### config.mk
export PLATFORM = sky130hd
export DESIGN_NAME = mem_port_arbiter_flat
export DESIGN_NICKNAME = d
export VERILOG_FILES = /design/src/rtl/mem_port_arbiter_pkg.sv /design/src/rtl/mem_port_arbiter_if.sv /design/src/rtl/mem_port_arbiter_lat_timer.sv /design/src/rtl/mem_port_arbiter.sv /design/src/flat_wrapper.sv
export SDC_FILE = /design/constraint.sdc
export NUM_CORES = 1
export LEC_CHECK = 0
export CORE_MARGIN = 8
export CORE_UTILIZATION = 55
export DETAILED_ROUTE_END_ITERATION = 10
export DONT_BUFFER_PORTS = 1
export GPL_TIMING_DRIVEN = 1
export PLACE_DENSITY = 0.67
export SKIP_LAST_GASP = 1
export SLEW_MARGIN = 40
export SYNTH_ARGS = -nofsm -noshare
export SYNTH_HDL_FRONTEND = slang
export SYNTH_SLANG_ARGS = --single-unit
### constraint.sdc
create_clock -name clk -period 4.3 [get_ports clk]
set_input_delay 0.215 -clock clk [delete_from_list [all_inputs] [get_ports clk]]
set_output_delay 0.215 -clock clk [all_outputs]
set_load 0.005 [all_outputs]
### src/rtl/mem_port_arbiter_pkg.sv
// Shared types for the unified-memory port arbiter.
//   arb_state_t : arbiter sequencing states
//   mem_req_t   : request fields latched at issue and replayed while waiting
//   FETCH_FUNC3 : access size presented to memory for instruction fetches
package mem_arb_pkg;

  localparam int unsigned ARB_ADDR_W = 9;
  localparam int unsigned ARB_DATA_W = 32;

  // Instruction fetches are always full-word reads.
  localparam logic [2:0] FETCH_FUNC3 = 3'b010;

  typedef enum logic [1:0] {
    IDLE,
    FETCH_WAIT,
    LOAD_WAIT
  } arb_state_t;

  typedef struct packed {
    logic                  we;
    logic [ARB_ADDR_W-1:0] addr;
    logic [ARB_DATA_W-1:0] wdata;
    logic [2:0]            func3;
  } mem_req_t;

endpackage

### src/rtl/mem_port_arbiter_if.sv
// Handshake bundle between the IF/MEM requesters, the arbiter and the
// single-port memory.
//   slave  : arbiter view (takes requests and memory response, drives
//            readies, read data, memory strobe/fields, stalls, bus_err)
//   master : environment view (requesters + memory)
interface mem_port_arbiter_if #(
  parameter int unsigned ADDR_W = 9,
  parameter int unsigned DATA_W = 32
);
  logic              if_req;
  logic [ADDR_W-1:0] if_addr;
  logic [DATA_W-1:0] if_rdata;
  logic              if_ready;

  logic              dm_rd;
  logic              dm_wr;
  logic [ADDR_W-1:0] dm_addr;
  logic [DATA_W-1:0] dm_wdata;
  logic [2:0]        dm_func3;
  logic [DATA_W-1:0] dm_rdata;
  logic              dm_ready;

  logic              mem_req;
  logic              mem_we;
  logic [ADDR_W-1:0] mem_addr;
  logic [DATA_W-1:0] mem_wdata;
  logic [2:0]        mem_func3;
  logic [DATA_W-1:0] mem_rdata;
  logic              mem_rvalid;

  logic              stall_if;
  logic              stall_mem;
  logic              bus_err;

  modport slave (
    input  if_req, if_addr, dm_rd, dm_wr, dm_addr, dm_wdata, dm_func3,
           mem_rdata, mem_rvalid,
    output if_rdata, if_ready, dm_rdata, dm_ready,
           mem_req, mem_we, mem_addr, mem_wdata, mem_func3,
           stall_if, stall_mem, bus_err
  );

  modport master (
    output if_req, if_addr, dm_rd, dm_wr, dm_addr, dm_wdata, dm_func3,
           mem_rdata, mem_rvalid,
    input  if_rdata, if_ready, dm_rdata, dm_ready,
           mem_req, mem_we, mem_addr, mem_wdata, mem_func3,
           stall_if, stall_mem, bus_err
  );
endinterface

### src/rtl/mem_port_arbiter_lat_timer.sv
// Wait-cycle counter for the arbiter's response timeout.
//   clk, reset : clock, synchronous active-high reset
//   clear      : force count to zero (priority over enable)
//   enable     : count one more wait cycle
//   expired    : count has reached TIMEOUT (counter then holds)
module lat_timer #(
  parameter int unsigned TIMEOUT = 15
) (
  input  logic clk,
  input  logic reset,
  input  logic clear,
  input  logic enable,
  output logic expired
);
  localparam int unsigned CW = $clog2(TIMEOUT + 1);

  logic [CW-1:0] count_q, count_d;

  assign expired = (count_q == CW'(TIMEOUT));

  always_comb begin
    count_d = count_q;
    if (clear) begin
      count_d = '0;
    end else if (enable && !expired) begin
      count_d = count_q + CW'(1);
    end
  end

  always_ff @(posedge clk) begin
    if (reset) begin
      count_q <= '0;
    end else begin
      count_q <= count_d;
    end
  end
endmodule

### src/rtl/mem_port_arbiter.sv
// Shares one single-port memory between instruction fetch and data access.
// Data requests win; loads and fetches wait for mem_rvalid or a timeout.
//   clk, reset : clock, synchronous active-high reset
//   bus        : requester handshakes (if_*, dm_*), memory request/response
//                (mem_*), per-requester stalls and sticky bus_err
module mem_port_arbiter
  import mem_arb_pkg::*;
#(
  parameter int unsigned ADDR_W  = ARB_ADDR_W,
  parameter int unsigned DATA_W  = ARB_DATA_W,
  parameter int unsigned TIMEOUT = 15
) (
  input  logic                clk,
  input  logic                reset,
  mem_port_arbiter_if.slave   bus
);
  arb_state_t state_q, state_d;
  mem_req_t   req_q, req_d;
  logic       bus_err_q, bus_err_d;

  logic              tmr_clear, tmr_en, tmr_expired;
  logic              data_req;
  logic              m_req, m_we, if_rdy, dm_rdy;
  logic [ADDR_W-1:0] m_addr;
  logic [DATA_W-1:0] m_wdata, rsp_data;
  logic [2:0]        m_func3;

  assign data_req = bus.dm_rd | bus.dm_wr;

  lat_timer #(.TIMEOUT(TIMEOUT)) u_timer (
    .clk     (clk),
    .reset   (reset),
    .clear   (tmr_clear),
    .enable  (tmr_en),
    .expired (tmr_expired)
  );

  always_comb begin
    state_d   = state_q;
    req_d     = req_q;
    bus_err_d = bus_err_q;
    tmr_clear = 1'b0;
    tmr_en    = 1'b0;
    m_req     = 1'b0;
    m_we      = 1'b0;
    m_addr    = '0;
    m_wdata   = '0;
    m_func3   = '0;
    if_rdy    = 1'b0;
    dm_rdy    = 1'b0;
    rsp_data  = '0;
    unique case (state_q)
      IDLE: begin
        tmr_clear = 1'b1;
        if (data_req) begin
          m_req   = 1'b1;
          m_we    = bus.dm_wr;
          m_addr  = bus.dm_addr;
          m_wdata = bus.dm_wdata;
          m_func3 = bus.dm_func3;
          if (bus.dm_wr) begin
            dm_rdy = 1'b1;
          end else begin
            state_d     = LOAD_WAIT;
            req_d.we    = 1'b0;
            req_d.addr  = bus.dm_addr;
            req_d.wdata = bus.dm_wdata;
            req_d.func3 = bus.dm_func3;
          end
        end else if (bus.if_req) begin
          m_req       = 1'b1;
          m_addr      = bus.if_addr;
          m_func3     = FETCH_FUNC3;
          state_d     = FETCH_WAIT;
          req_d.we    = 1'b0;
          req_d.addr  = bus.if_addr;
          req_d.wdata = '0;
          req_d.func3 = FETCH_FUNC3;
        end
      end
      FETCH_WAIT, LOAD_WAIT: begin
        m_req   = 1'b1;
        m_we    = req_q.we;
        m_addr  = req_q.addr;
        m_wdata = req_q.wdata;
        m_func3 = req_q.func3;
        // A response arriving on the expiry cycle still delivers its data.
        if (bus.mem_rvalid || tmr_expired) begin
          state_d  = IDLE;
          rsp_data = bus.mem_rvalid ? bus.mem_rdata : '0;
          if (!bus.mem_rvalid) bus_err_d = 1'b1;
          if (state_q == FETCH_WAIT) if_rdy = 1'b1;
          else                       dm_rdy = 1'b1;
        end else begin
          tmr_en = 1'b1;
        end
      end
      default: state_d = IDLE;
    endcase
  end

  always_ff @(posedge clk) begin
    if (reset) begin
      state_q   <= IDLE;
      req_q     <= '0;
      bus_err_q <= 1'b0;
    end else begin
      state_q   <= state_d;
      req_q     <= req_d;
      bus_err_q <= bus_err_d;
    end
  end

  // Every output is held quiet while reset is asserted, even mid-wait.
  assign bus.mem_req   = m_req & ~reset;
  assign bus.mem_we    = m_we & ~reset;
  assign bus.mem_addr  = reset ? '0 : m_addr;
  assign bus.mem_wdata = reset ? '0 : m_wdata;
  assign bus.mem_func3 = reset ? '0 : m_func3;
  assign bus.if_ready  = if_rdy & ~reset;
  assign bus.dm_ready  = dm_rdy & ~reset;
  assign bus.if_rdata  = (if_rdy && !reset) ? rsp_data : '0;
  assign bus.dm_rdata  = (dm_rdy && !reset) ? rsp_data : '0;
  assign bus.stall_if  = bus.if_req & ~if_rdy & ~reset;
  assign bus.stall_mem = data_req & ~dm_rdy & ~reset;
  assign bus.bus_err   = bus_err_q & ~reset;
endmodule

### src/flat_wrapper.sv
// flat-port wrapper written by rule: the top's interface ports become plain ports
module mem_port_arbiter_flat import mem_arb_pkg::*;
#(
  parameter int unsigned ADDR_W  = ARB_ADDR_W,
  parameter int unsigned DATA_W  = ARB_DATA_W,
  parameter int unsigned TIMEOUT = 15
)
  (clk, reset, bus_if_req, bus_if_addr, bus_dm_rd, bus_dm_wr, bus_dm_addr, bus_dm_wdata, bus_dm_func3, bus_mem_rdata, bus_mem_rvalid, bus_if_rdata, bus_if_ready, bus_dm_rdata, bus_dm_ready, bus_mem_req, bus_mem_we, bus_mem_addr, bus_mem_wdata, bus_mem_func3, bus_stall_if, bus_stall_mem, bus_bus_err);
  mem_port_arbiter_if #(.ADDR_W(ADDR_W), .DATA_W(DATA_W)) bus_i ();
  input  logic clk;
  input  logic reset;
  input wire logic [$bits(bus_i.if_req)-1:0] bus_if_req;
  input wire logic [$bits(bus_i.if_addr)-1:0] bus_if_addr;
  input wire logic [$bits(bus_i.dm_rd)-1:0] bus_dm_rd;
  input wire logic [$bits(bus_i.dm_wr)-1:0] bus_dm_wr;
  input wire logic [$bits(bus_i.dm_addr)-1:0] bus_dm_addr;
  input wire logic [$bits(bus_i.dm_wdata)-1:0] bus_dm_wdata;
  input wire logic [$bits(bus_i.dm_func3)-1:0] bus_dm_func3;
  input wire logic [$bits(bus_i.mem_rdata)-1:0] bus_mem_rdata;
  input wire logic [$bits(bus_i.mem_rvalid)-1:0] bus_mem_rvalid;
  output wire logic [$bits(bus_i.if_rdata)-1:0] bus_if_rdata;
  output wire logic [$bits(bus_i.if_ready)-1:0] bus_if_ready;
  output wire logic [$bits(bus_i.dm_rdata)-1:0] bus_dm_rdata;
  output wire logic [$bits(bus_i.dm_ready)-1:0] bus_dm_ready;
  output wire logic [$bits(bus_i.mem_req)-1:0] bus_mem_req;
  output wire logic [$bits(bus_i.mem_we)-1:0] bus_mem_we;
  output wire logic [$bits(bus_i.mem_addr)-1:0] bus_mem_addr;
  output wire logic [$bits(bus_i.mem_wdata)-1:0] bus_mem_wdata;
  output wire logic [$bits(bus_i.mem_func3)-1:0] bus_mem_func3;
  output wire logic [$bits(bus_i.stall_if)-1:0] bus_stall_if;
  output wire logic [$bits(bus_i.stall_mem)-1:0] bus_stall_mem;
  output wire logic [$bits(bus_i.bus_err)-1:0] bus_bus_err;
  assign bus_i.if_req = bus_if_req;
  assign bus_i.if_addr = bus_if_addr;
  assign bus_i.dm_rd = bus_dm_rd;
  assign bus_i.dm_wr = bus_dm_wr;
  assign bus_i.dm_addr = bus_dm_addr;
  assign bus_i.dm_wdata = bus_dm_wdata;
  assign bus_i.dm_func3 = bus_dm_func3;
  assign bus_i.mem_rdata = bus_mem_rdata;
  assign bus_i.mem_rvalid = bus_mem_rvalid;
  assign bus_if_rdata = bus_i.if_rdata;
  assign bus_if_ready = bus_i.if_ready;
  assign bus_dm_rdata = bus_i.dm_rdata;
  assign bus_dm_ready = bus_i.dm_ready;
  assign bus_mem_req = bus_i.mem_req;
  assign bus_mem_we = bus_i.mem_we;
  assign bus_mem_addr = bus_i.mem_addr;
  assign bus_mem_wdata = bus_i.mem_wdata;
  assign bus_mem_func3 = bus_i.mem_func3;
  assign bus_stall_if = bus_i.stall_if;
  assign bus_stall_mem = bus_i.stall_mem;
  assign bus_bus_err = bus_i.bus_err;
  mem_port_arbiter #(.ADDR_W(ADDR_W), .DATA_W(DATA_W), .TIMEOUT(TIMEOUT)) u_core (.clk(clk), .reset(reset), .bus(bus_i));
endmodule
==> impl_results.md <==
* Post-Syn Instances at 484
* Slowest stage cell, crit path: or2_4
* Die Y at 96.31 um
* Tightest Pin Transition at 776.1 ps
* Crit path capture type: primary output
* Top-level I/O count at 206
* Sequential area share after synthesis at 0.2878
* Synth top area share at 0.2878
* CTS tree: done
* Antenna viol nets, final at 0
* Final non-filler cell total at 518
* Warnings from Yosys at 0
* RSZ-0062 raised after global routing: no
* All-Layer GR Usage at 0.2387
* Number of buffers added on ports at 0
* Largest stage delay, worst path at 430 ps
* CP bufs+invs at 1
* Max Root-Sink Buffers at 2
* Hold Path Class: input port to register
* Crit Path Category: register to primary output
* Die outline width at 96.31 um
* Worst EP required at 4090 ps
* Synth Flop Type: dfxtp_1
* Final setup viols at 0
* WP data arrival at 2160 ps
* Tcrit/Tclk final at 0.5522
* Syn Area/Cell at 7.329 sq um
* Max_cap viols at 0
* DR vias/cell at 6.788
* Number of synthesized flops with an enable pin at 0
* DRC viols at 0
* Row count at 29
* GRT Residual Overflow at 0
* Post-CTS setup buffers at 0
* H-Tree Depth at 2
* Status: complete, no violations
* Largest fanout on the critical path at 47
* Largest net degree at the start of global routing at 52
* Placed Cells at 508
* TritonCTS sink count at 51
* NumNets Final at 535
* Ys async rst share at 0
* WL/cell at 22.50 um
* Synth cell count leaders: and2_1 (64), a21oi_1 (59), dfxtp_1 (51)
* Die ar. at 9275 sq um
* Synth area leaders: dfxtp_1 (29%), and2_1 (11%), a21oi_1 (8.3%)
* First-pass GRT wire length at 17820 um
* Most numerous cell in the Yosys netlist: and2_1
* Delay-heaviest family, CP: simple AND/OR/NAND/NOR gates
* CP startpoint kind: register
* HPWL after detailed placement at 7959 um
* Pins over their slew limit at 0
* Total power at 0.001385 W
* WHS at 14.81 ps
* Area grow syn2layout at -0.5292%
* Leading area contributor after synthesis: dfxtp_1
* Initial antenna violation count at 0
* Rel. slew slack at 0.4826
* Diodes inserted at 0
* Routed WL at 11660 um
* Share of cells above drive strength 1 at 0.06122
* Clock slew at reported path FFs at 100 ps
* Min cycle time layout at 2374 ps
* Distinct cells, synth at 42
* Final Wtd Congestion at 0.8135
* Skew-Pair Late Insertion Delay at 310 ps
* Cell Area, Synth at 3547 sq um
* Leakage at 1.202 nW
* Pwr/cell area at 392.7 nW/um^2
* Hold Violations, Final at 0
* Max Freq at 421.2 MHz
* Synthesized net count at 579
* Vias at 3516
* Register bit total from synthesis at 51
* Clk_skew at 16.17 ps
* Worst vdd ir at 0.2547 mV
* CP Cell Sequence: ha_1 -> or2_4 -> a211oi_4 -> buf_6 -> and2_1
* Core ar. at 6277 sq um
* Starting Density at 0.5651
* Drt pass-1 iters at 5
* Number of global-route vias before repair at 3270
* Setup tns final at 0 ps
* DR iter-0 viols at 204
* Num CTS Buffers at 5
* CTS Root Buffer Type: clkbuf_8
-- final cells by class --
type,count,area [sq um]
Sequential cell,51,1021
Timing Repair Buffer,9,103.9
Fill cell,601,2749
Clock buffer,6,82.58
Inverter,4,15.01
Multi-Input combinational cell,369,2193
Tap cell,77,96.34
Clock inverter,2,16.27
-- state kept, by name, indices dropped and copies added (netlist names) --
register,cells
u_core.req_q,44
u_core.u_timer.count_q,4
u_core.state_q,2
u_core.bus_err_q,1
-- worst register-to-register path: stages (launching register included) --
cell and delay [ps]:
dfxtp_1 380, inv_1 80, ha_2 320, buf_4 460
nand2b_1 350, o311ai_0 390, o41ai_1 130
-- worst paths after layout --
path              slack [ps]                         to  cells after the start         startpoint
setup / recovery        1930           bus_dm_rdata[11]                      5  u_core.state_q[0]
hold / removal            10          u_core.state_q[1]                      1              reset
setup reg to reg        2070  u_core.u_timer.count_q[3]                      6  u_core.state_q[0]
hold reg to reg          480           u_core.req_q[16]                      2   u_core.req_q[16]
-- routing by layer --
metal,vias up,GRT usage,wire [um]
met5,-,0,0
met4,0,0.05296,122
met3,16,0.06942,1367
met2,181,0.3547,5346
met1,1669,0.3323,4819
li1,1650,-,-
-- cells in the final DEF (no fill, tap or decap), types with 2 or more instances in the layout --
cell type / n
nand2_1: 12
a21oi_1: 59
a22oi_1: 34
ha_1: 3
o211ai_1: 2
or2_1: 2
nor3b_1: 9
o21ai_0: 46
nor2_2: 2
nor4_1: 11
o41ai_1: 2
inv_1: 4
dfxtp_1: 51
and2_1: 64
nor2_1: 42
nand3b_1: 2
nor2b_1: 2
nand4_1: 34
nand2b_1: 3
clkbuf_8: 6
buf_4: 6
o21a_1: 10
o311ai_0: 2
nor3_1: 10
-- metrics by stage --
stage               setup WS [ps]  cell area [sq um]    util
floorplan                    2611               3547       -
global placement             1943               3366  0.5362
detailed placement           2092               3398  0.5414
CTS                          1761               3517  0.5603
global route                 1812               3528  0.5621
finish                       1926               3528  0.5621
-- power breakdown --
group / switching [W] / internal (W) / total [W]
registers: 0.0000227 / 0.000519 / 0.000542
logic: 0.000366 / 0.000177 / 0.000544
clock network: 0.000168 / 0.000132 / 0.000300
total: 0.000557 / 0.000828 / 0.00139
-- cells by family after synthesis --
| logic type | after synthesis | synth area share |
|---|---|---|
| fa+ha+maj | 4 | 0.01411 |
| compound gates | 164 | 0.2818 |
| flops | 51 | 0.2878 |
| buf+inv | 64 | 0.09805 |
| simple gates | 201 | 0.3182 |
-- repair_timing --
action,4_1_cts,5_1_grt
hold buffers,1,0
gates resized for setup,0,0
endpoints found under the hold margin,46,0
No activity file was read; power rests on OpenSTA's default activity.
